$ cat config.mk
export PLATFORM = sky130hd
export DESIGN_NAME = mem_load_unit_flat
export DESIGN_NICKNAME = d
export VERILOG_FILES = /design/src/rtl/mem_load_unit_pkg.sv /design/src/rtl/mem_load_unit_if.sv /design/src/rtl/eight_bit_extension.sv /design/src/rtl/mem_load_unit_extract.sv /design/src/rtl/sixteen_bit_extension.sv /design/src/rtl/mem_load_unit.sv /design/src/flat_wrapper.sv
export SDC_FILE = /design/constraint.sdc
export NUM_CORES = 1
export LEC_CHECK = 0
export ABC_AREA = 0
export BUFFER_PORTS_ARGS = -buffer_cell sky130_fd_sc_hd__buf_2
export CORE_AREA = 5 5 129 131
export DETAILED_ROUTE_END_ITERATION = 16
export DIE_AREA = 0 0 134 136
export GPL_TIMING_DRIVEN = 0
export PLACE_DENSITY = 0.74
export SYNTH_ARGS = -nofsm -noshare
export SYNTH_HDL_FRONTEND = slang
export SYNTH_HIERARCHICAL = 1
export SYNTH_SLANG_ARGS = --single-unit
$ cat constraint.sdc
create_clock -name clk -period 3 [get_ports clk]
set_input_delay 0.15 -clock clk [delete_from_list [all_inputs] [get_ports clk]]
set_output_delay 0.15 -clock clk [all_outputs]
set_load 0.02 [all_outputs]
$ cat src/rtl/mem_load_unit_pkg.sv
// rtl/mem_load_unit_pkg.sv - load opcodes, FSM states and the alignment legality rule.
// Honours LOAD_UNALIGNED_EN: when undefined, LWL/LWR are treated as illegal codes.
package mem_load_pkg;

  typedef enum logic [2:0] {
    LB   = 3'd0,
    LBU  = 3'd1,
    LH   = 3'd2,
    LHU  = 3'd3,
    LW   = 3'd4,
    LWL  = 3'd5,
    LWR  = 3'd6,
    LRSV = 3'd7
  } load_type_t;

  typedef enum logic [1:0] {
    ST_IDLE,
    ST_READ,
    ST_DONE,
    ST_ERR
  } load_state_t;

  function automatic logic load_legal(load_type_t t, logic [1:0] off);
    logic ok;
    case (t)
      LB, LBU:  ok = 1'b1;
      LH, LHU:  ok = ~off[0];
      LW:       ok = (off == 2'b00);
`ifdef LOAD_UNALIGNED_EN
      LWL, LWR: ok = 1'b1;
`endif
      default:  ok = 1'b0;
    endcase
    return ok;
  endfunction

endpackage

$ cat src/rtl/mem_load_unit_if.sv
// rtl/mem_load_unit_if.sv - request/response and data-bus signals of the load unit.
interface mem_load_unit_if;
  import mem_load_pkg::*;

  logic        start;
  load_type_t  load_type;
  logic [31:0] addr;
  logic [31:0] rt_old;
  logic        busy;
  logic        done;
  logic [31:0] result;
  logic        addr_err;
  logic [31:0] mem_address;
  logic        mem_read;
  logic [3:0]  mem_byteenable;
  logic [31:0] mem_readdata;
  logic        mem_waitrequest;

  modport slave (
    input  start, load_type, addr, rt_old, mem_readdata, mem_waitrequest,
    output busy, done, result, addr_err, mem_address, mem_read, mem_byteenable
  );

  modport master (
    output start, load_type, addr, rt_old, mem_readdata, mem_waitrequest,
    input  busy, done, result, addr_err, mem_address, mem_read, mem_byteenable
  );

endinterface

$ cat src/rtl/eight_bit_extension.sv
// rtl/eight_bit_extension.sv - sign-extends a byte to 32 bits.
module eight_bit_extension (
  input  logic [7:0]  data_i,
  output logic [31:0] data_o
);
  assign data_o = {{24{data_i[7]}}, data_i};
endmodule

$ cat src/rtl/mem_load_unit_extract.sv
// rtl/mem_load_unit_extract.sv - lane select, extension and LWL/LWR merge (combinational).
// The merge datapath exists only when LOAD_UNALIGNED_EN is defined.
module load_extract
  import mem_load_pkg::*;
(
  input  logic [31:0] word_i,
  input  logic [1:0]  offset_i,
  input  load_type_t  type_i,
  input  logic [31:0] rt_old_i,
  output logic [31:0] result_o
);

  logic [15:0] half_sel;
  logic [7:0]  byte_sel;
  logic [31:0] byte_sx;
  logic [31:0] half_sx;

  // Little-endian lanes: offset bit 1 picks the halfword, bit 0 the byte within it.
  assign half_sel = offset_i[1] ? word_i[31:16] : word_i[15:0];
  assign byte_sel = offset_i[0] ? half_sel[15:8] : half_sel[7:0];

  eight_bit_extension u_sx8 (
    .data_i (byte_sel),
    .data_o (byte_sx)
  );

  sixteen_bit_extension u_sx16 (
    .data_i (half_sel),
    .data_o (half_sx)
  );

`ifdef LOAD_UNALIGNED_EN
  logic [4:0] lwl_sh;
  logic [4:0] lwr_sh;
  assign lwl_sh = {~offset_i, 3'b000};
  assign lwr_sh = {offset_i, 3'b000};
`else
  logic unused_rt;
  assign unused_rt = ^rt_old_i;
`endif

  always_comb begin
    result_o = '0;
    case (type_i)
      LB:  result_o = byte_sx;
      LBU: result_o = {24'b0, byte_sel};
      LH:  result_o = half_sx;
      LHU: result_o = {16'b0, half_sel};
      LW:  result_o = word_i;
`ifdef LOAD_UNALIGNED_EN
      LWL: result_o = (word_i << lwl_sh) | (rt_old_i & ((32'h1 << lwl_sh) - 32'h1));
      LWR: result_o = (word_i >> lwr_sh) | (rt_old_i & ~(32'hFFFF_FFFF >> lwr_sh));
`endif
      default: result_o = '0;
    endcase
  end

endmodule

$ cat src/rtl/sixteen_bit_extension.sv
// rtl/sixteen_bit_extension.sv - sign-extends a halfword to 32 bits.
module sixteen_bit_extension (
  input  logic [15:0] data_i,
  output logic [31:0] data_o
);
  assign data_o = {{16{data_i[15]}}, data_i};
endmodule

$ cat src/rtl/mem_load_unit.sv
// rtl/mem_load_unit.sv - load FSM: one word read on the data bus, then extract/extend.
// LWL/LWR support is selected by LOAD_UNALIGNED_EN.
module mem_load_unit
  import mem_load_pkg::*;
(
  input  logic            clk,
  input  logic            reset,
  mem_load_unit_if.slave  bus
);

  load_state_t state_q;
  load_type_t  type_q;
  logic [31:0] addr_q;
  logic [31:0] rt_old_q;
  logic [31:0] result_q;
  logic [31:0] result_d;

  load_extract u_extract (
    .word_i   (bus.mem_readdata),
    .offset_i (addr_q[1:0]),
    .type_i   (type_q),
    .rt_old_i (rt_old_q),
    .result_o (result_d)
  );

  always_ff @(posedge clk) begin
    if (reset) begin
      state_q  <= ST_IDLE;
      type_q   <= LB;
      addr_q   <= '0;
      rt_old_q <= '0;
      result_q <= '0;
    end else begin
      case (state_q)
        ST_IDLE: begin
          if (bus.start) begin
            type_q   <= bus.load_type;
            addr_q   <= bus.addr;
            rt_old_q <= bus.rt_old;
            if (load_legal(bus.load_type, bus.addr[1:0])) begin
              state_q <= ST_READ;
            end else begin
              result_q <= '0;
              state_q  <= ST_ERR;
            end
          end
        end
        ST_READ: begin
          if (!bus.mem_waitrequest) begin
            result_q <= result_d;
            state_q  <= ST_DONE;
          end
        end
        default: state_q <= ST_IDLE;
      endcase
    end
  end

  // Everything below depends only on registered state, never on the bus inputs.
  assign bus.busy           = (state_q != ST_IDLE);
  assign bus.done           = (state_q == ST_DONE) || (state_q == ST_ERR);
  assign bus.addr_err       = (state_q == ST_ERR);
  assign bus.result         = result_q;
  assign bus.mem_read       = (state_q == ST_READ);
  assign bus.mem_address    = {addr_q[31:2], 2'b00};
  assign bus.mem_byteenable = (state_q == ST_READ) ? 4'hF : 4'h0;

endmodule

$ cat src/flat_wrapper.sv
// flat-port wrapper written by rule: the top's interface ports become plain ports
module mem_load_unit_flat import mem_load_pkg::*;
  (clk, reset, bus_start, bus_load_type, bus_addr, bus_rt_old, bus_mem_readdata, bus_mem_waitrequest, bus_busy, bus_done, bus_result, bus_addr_err, bus_mem_address, bus_mem_read, bus_mem_byteenable);
  mem_load_unit_if bus_i ();
  input  logic clk;
  input  logic reset;
  input wire logic [$bits(bus_i.start)-1:0] bus_start;
  input wire logic [$bits(bus_i.load_type)-1:0] bus_load_type;
  input wire logic [$bits(bus_i.addr)-1:0] bus_addr;
  input wire logic [$bits(bus_i.rt_old)-1:0] bus_rt_old;
  input wire logic [$bits(bus_i.mem_readdata)-1:0] bus_mem_readdata;
  input wire logic [$bits(bus_i.mem_waitrequest)-1:0] bus_mem_waitrequest;
  output wire logic [$bits(bus_i.busy)-1:0] bus_busy;
  output wire logic [$bits(bus_i.done)-1:0] bus_done;
  output wire logic [$bits(bus_i.result)-1:0] bus_result;
  output wire logic [$bits(bus_i.addr_err)-1:0] bus_addr_err;
  output wire logic [$bits(bus_i.mem_address)-1:0] bus_mem_address;
  output wire logic [$bits(bus_i.mem_read)-1:0] bus_mem_read;
  output wire logic [$bits(bus_i.mem_byteenable)-1:0] bus_mem_byteenable;
  assign bus_i.start = bus_start;
  assign bus_i.load_type = bus_load_type;
  assign bus_i.addr = bus_addr;
  assign bus_i.rt_old = bus_rt_old;
  assign bus_i.mem_readdata = bus_mem_readdata;
  assign bus_i.mem_waitrequest = bus_mem_waitrequest;
  assign bus_busy = bus_i.busy;
  assign bus_done = bus_i.done;
  assign bus_result = bus_i.result;
  assign bus_addr_err = bus_i.addr_err;
  assign bus_mem_address = bus_i.mem_address;
  assign bus_mem_read = bus_i.mem_read;
  assign bus_mem_byteenable = bus_i.mem_byteenable;
  mem_load_unit u_core (.clk(clk), .reset(reset), .bus(bus_i));
endmodule
==> out/qor.yml <==
global_routing:
  antenna_found_initial: 1
  grt-ovfl-total: 0
  grt_usage_pct: 16.35
  grt_pass1_wl_um: 23600
  grt_pass1_vias: 4435
  grt_max_degree: 27
sta:
  min_period_ns: 2.595
  hold_slack_ns: 0.04584
  fmaxAchievable_ghz: 0.3854
  min_period_over_period_pct: 86.50
  hold_violations: 0
  finalSetupViolations: 0
  skew_ns: 0.009873
  tns_ns: 0
  slew_headroom_pct: 58.75
  finalWorstSetupSlack_ns: 0.4051
  tightest_slew_ns: 0.6175
  rsz0062_at_grt: "false"
  report.final.slew_viol_count: 0
finish:
  fin_area_um2: 6185
  final_nets: 883
  areaGrowthSynthToFinish_pct: 25.78
  diodes: 0
  fin_util_pct: 39.95
  drive_gt1_share_pct: 39.62
synth:
  avgSynthCellArea_um2: 7.818
  yosysWarnings: 6
  syn_area_um2: 4917
  syn-instance-count: 629
pwr:
  pwr-share-clk_pct: 37.6
  p_int_mw: 2.136
  switching_share_pct: 31.52
  combPwrFrac_pct: 30.4
  powerDensity_nw_per_um2: 504.3
  p_leak_nw: 2.704
  switchingPower_mw: 0.9832
  sequentialPowerShare_pct: 32.0
  ir_drop_mv: 0.3800
clocking:
  cts_setup_buffers: 0
  worstSkewPairLatency_ns: 0.34
  cts_root_buffer: "clkbuf_16"
  path_clk_slew_ns: 0.06
  cts_buffers: 9
  clock_sinks: 69
  clockBufferDepth: 2
  cts-resized-gates: 0
  cts_tree: "built"
  cts_max_level: 3
  holdBufCountCts: 0
setup_path:
  startpoint_type: "flop"
  crit_fanout: 26
  endpoint_kind: "flop"
  required_ns: 3.19
  path_class: "flop to flop"
  arrival_ns: 2.78
detailed_routing:
  wl_per_cell_um: 15.85
  firstDrtPassIters: 5
  ant_nets: 0
  viasPerCell: 4.950
  drt-initial-drc-count: 401
  drt_wl_total_um: 15480
  num_vias: 4836
  remaining_drc_errors: 0
flow_run:
  max_cap_violations: 0
hold_path:
  hp-class: "input port to flop"
floorplanning:
  ioPinCount: 175
  core_area_um2: 15480
  dieArea_um2: 18220
  die_h_um: 136
  rows: 46
  die_w_um: 134
  initial_utilization_pct: 31.76
placed_design:
  place_congestion: 0.9651
  place_ws_ns: 0.4271
  hpwl_um: 11890
  postPlaceCellArea_um2: 5857
  portBuffers: 139
outcome:
  status: "completed"
-- flip-flops by register name, indices dropped and copies added, names as in the netlist --
| name | cells |
|---|---|
| u_core/state_q | 2 |
| u_core/addr_q | 32 |
| u_core/type_q | 3 |
| u_core/bus.result | 32 |
-- through the flow --
stage / std cells / power [mW]
2_1_floorplan: 630 / 1.699
3_3_place_gp: 961 / 1.945
3_5_place_dp: 961 / 1.961
4_1_cts: 977 / 3.152
5_1_grt: 977 / 3.284
6_report: 977 / 3.119
-- layer usage --
metal  GRT usage [%]  up-vias  wire length, um  share of wire (%)
met3           5.514       20             1591                 10
met2           25.49      211             7003                 45
met4           4.971        2              278                1.8
li1                -     2394                -                  -
met1           21.44     2209             6600                 43
met5               0        -                7              0.045
-- placed cells by master (no fill, tap or decap), types with 2 or more instances in the layout --
cell         n
buf_6       11
o32ai_1      4
mux4_2       4
nor2b_1      6
conb_1       2
inv_1        2
inv_6        4
a221oi_1     4
nor3b_2      2
mux2i_1     40
a21oi_1     94
bufinv_16    2
a221o_1      4
a311oi_1    32
nor3_1       5
dfxtp_1     69
mux2_2      16
a211oi_1     5
nand2b_1     2
nand2_1    119
nor2_1      41
o21ai_0      7
a21boi_0     3
buf_4      105
clkbuf_1    25
nand3b_1     3
buf_2      153
clkbuf_16    9
-- worst max-delay path: stages, from the launching register on --
cell	delay, ns
dfxtp_1	0.35
buf_6	0.17
mux4_2	0.77
buf_4	0.23
nor2b_1	0.12
a211oi_1	0.21
nor3_1	0.07
a221o_1	0.32
a21oi_1	0.14
a311oi_1	0.06
-- cell type report --
type | instances | area, um^2
buffer | 155 | 1076
clock buffer | 9 | 225.2
clock inverter | 7 | 102.6
fill | 1606 | 9298
inverter | 2 | 7.507
multi-input combinational | 404 | 2456
sequential | 69 | 1381
tap | 192 | 240.2
timing repair buffer | 139 | 695.7
-- power groups by stage --
stage	clock network, mW	registers [mW]	logic [mW]
floorplan	0	1.03	0.672
global placement	0	1.02	0.929
detailed placement	0	1.02	0.943
CTS	1.21	0.998	0.947
global route	1.25	1.00	1.03
finish	1.17	0.998	0.949
-- final timing paths --
check / start / to / slack, ns / cells after the start
max reg2reg: u_core/addr_q[1] / u_core/bus.result[7] / 0.41 / 9
max: u_core/addr_q[1] / u_core/bus.result[7] / 0.41 / 9
min: bus_addr[5] / u_core/addr_q[5] / 0.05 / 3
min reg2reg: u_core/addr_q[10] / u_core/addr_q[10] / 0.45 / 2
No activity file was read; power rests on OpenSTA's default activity.
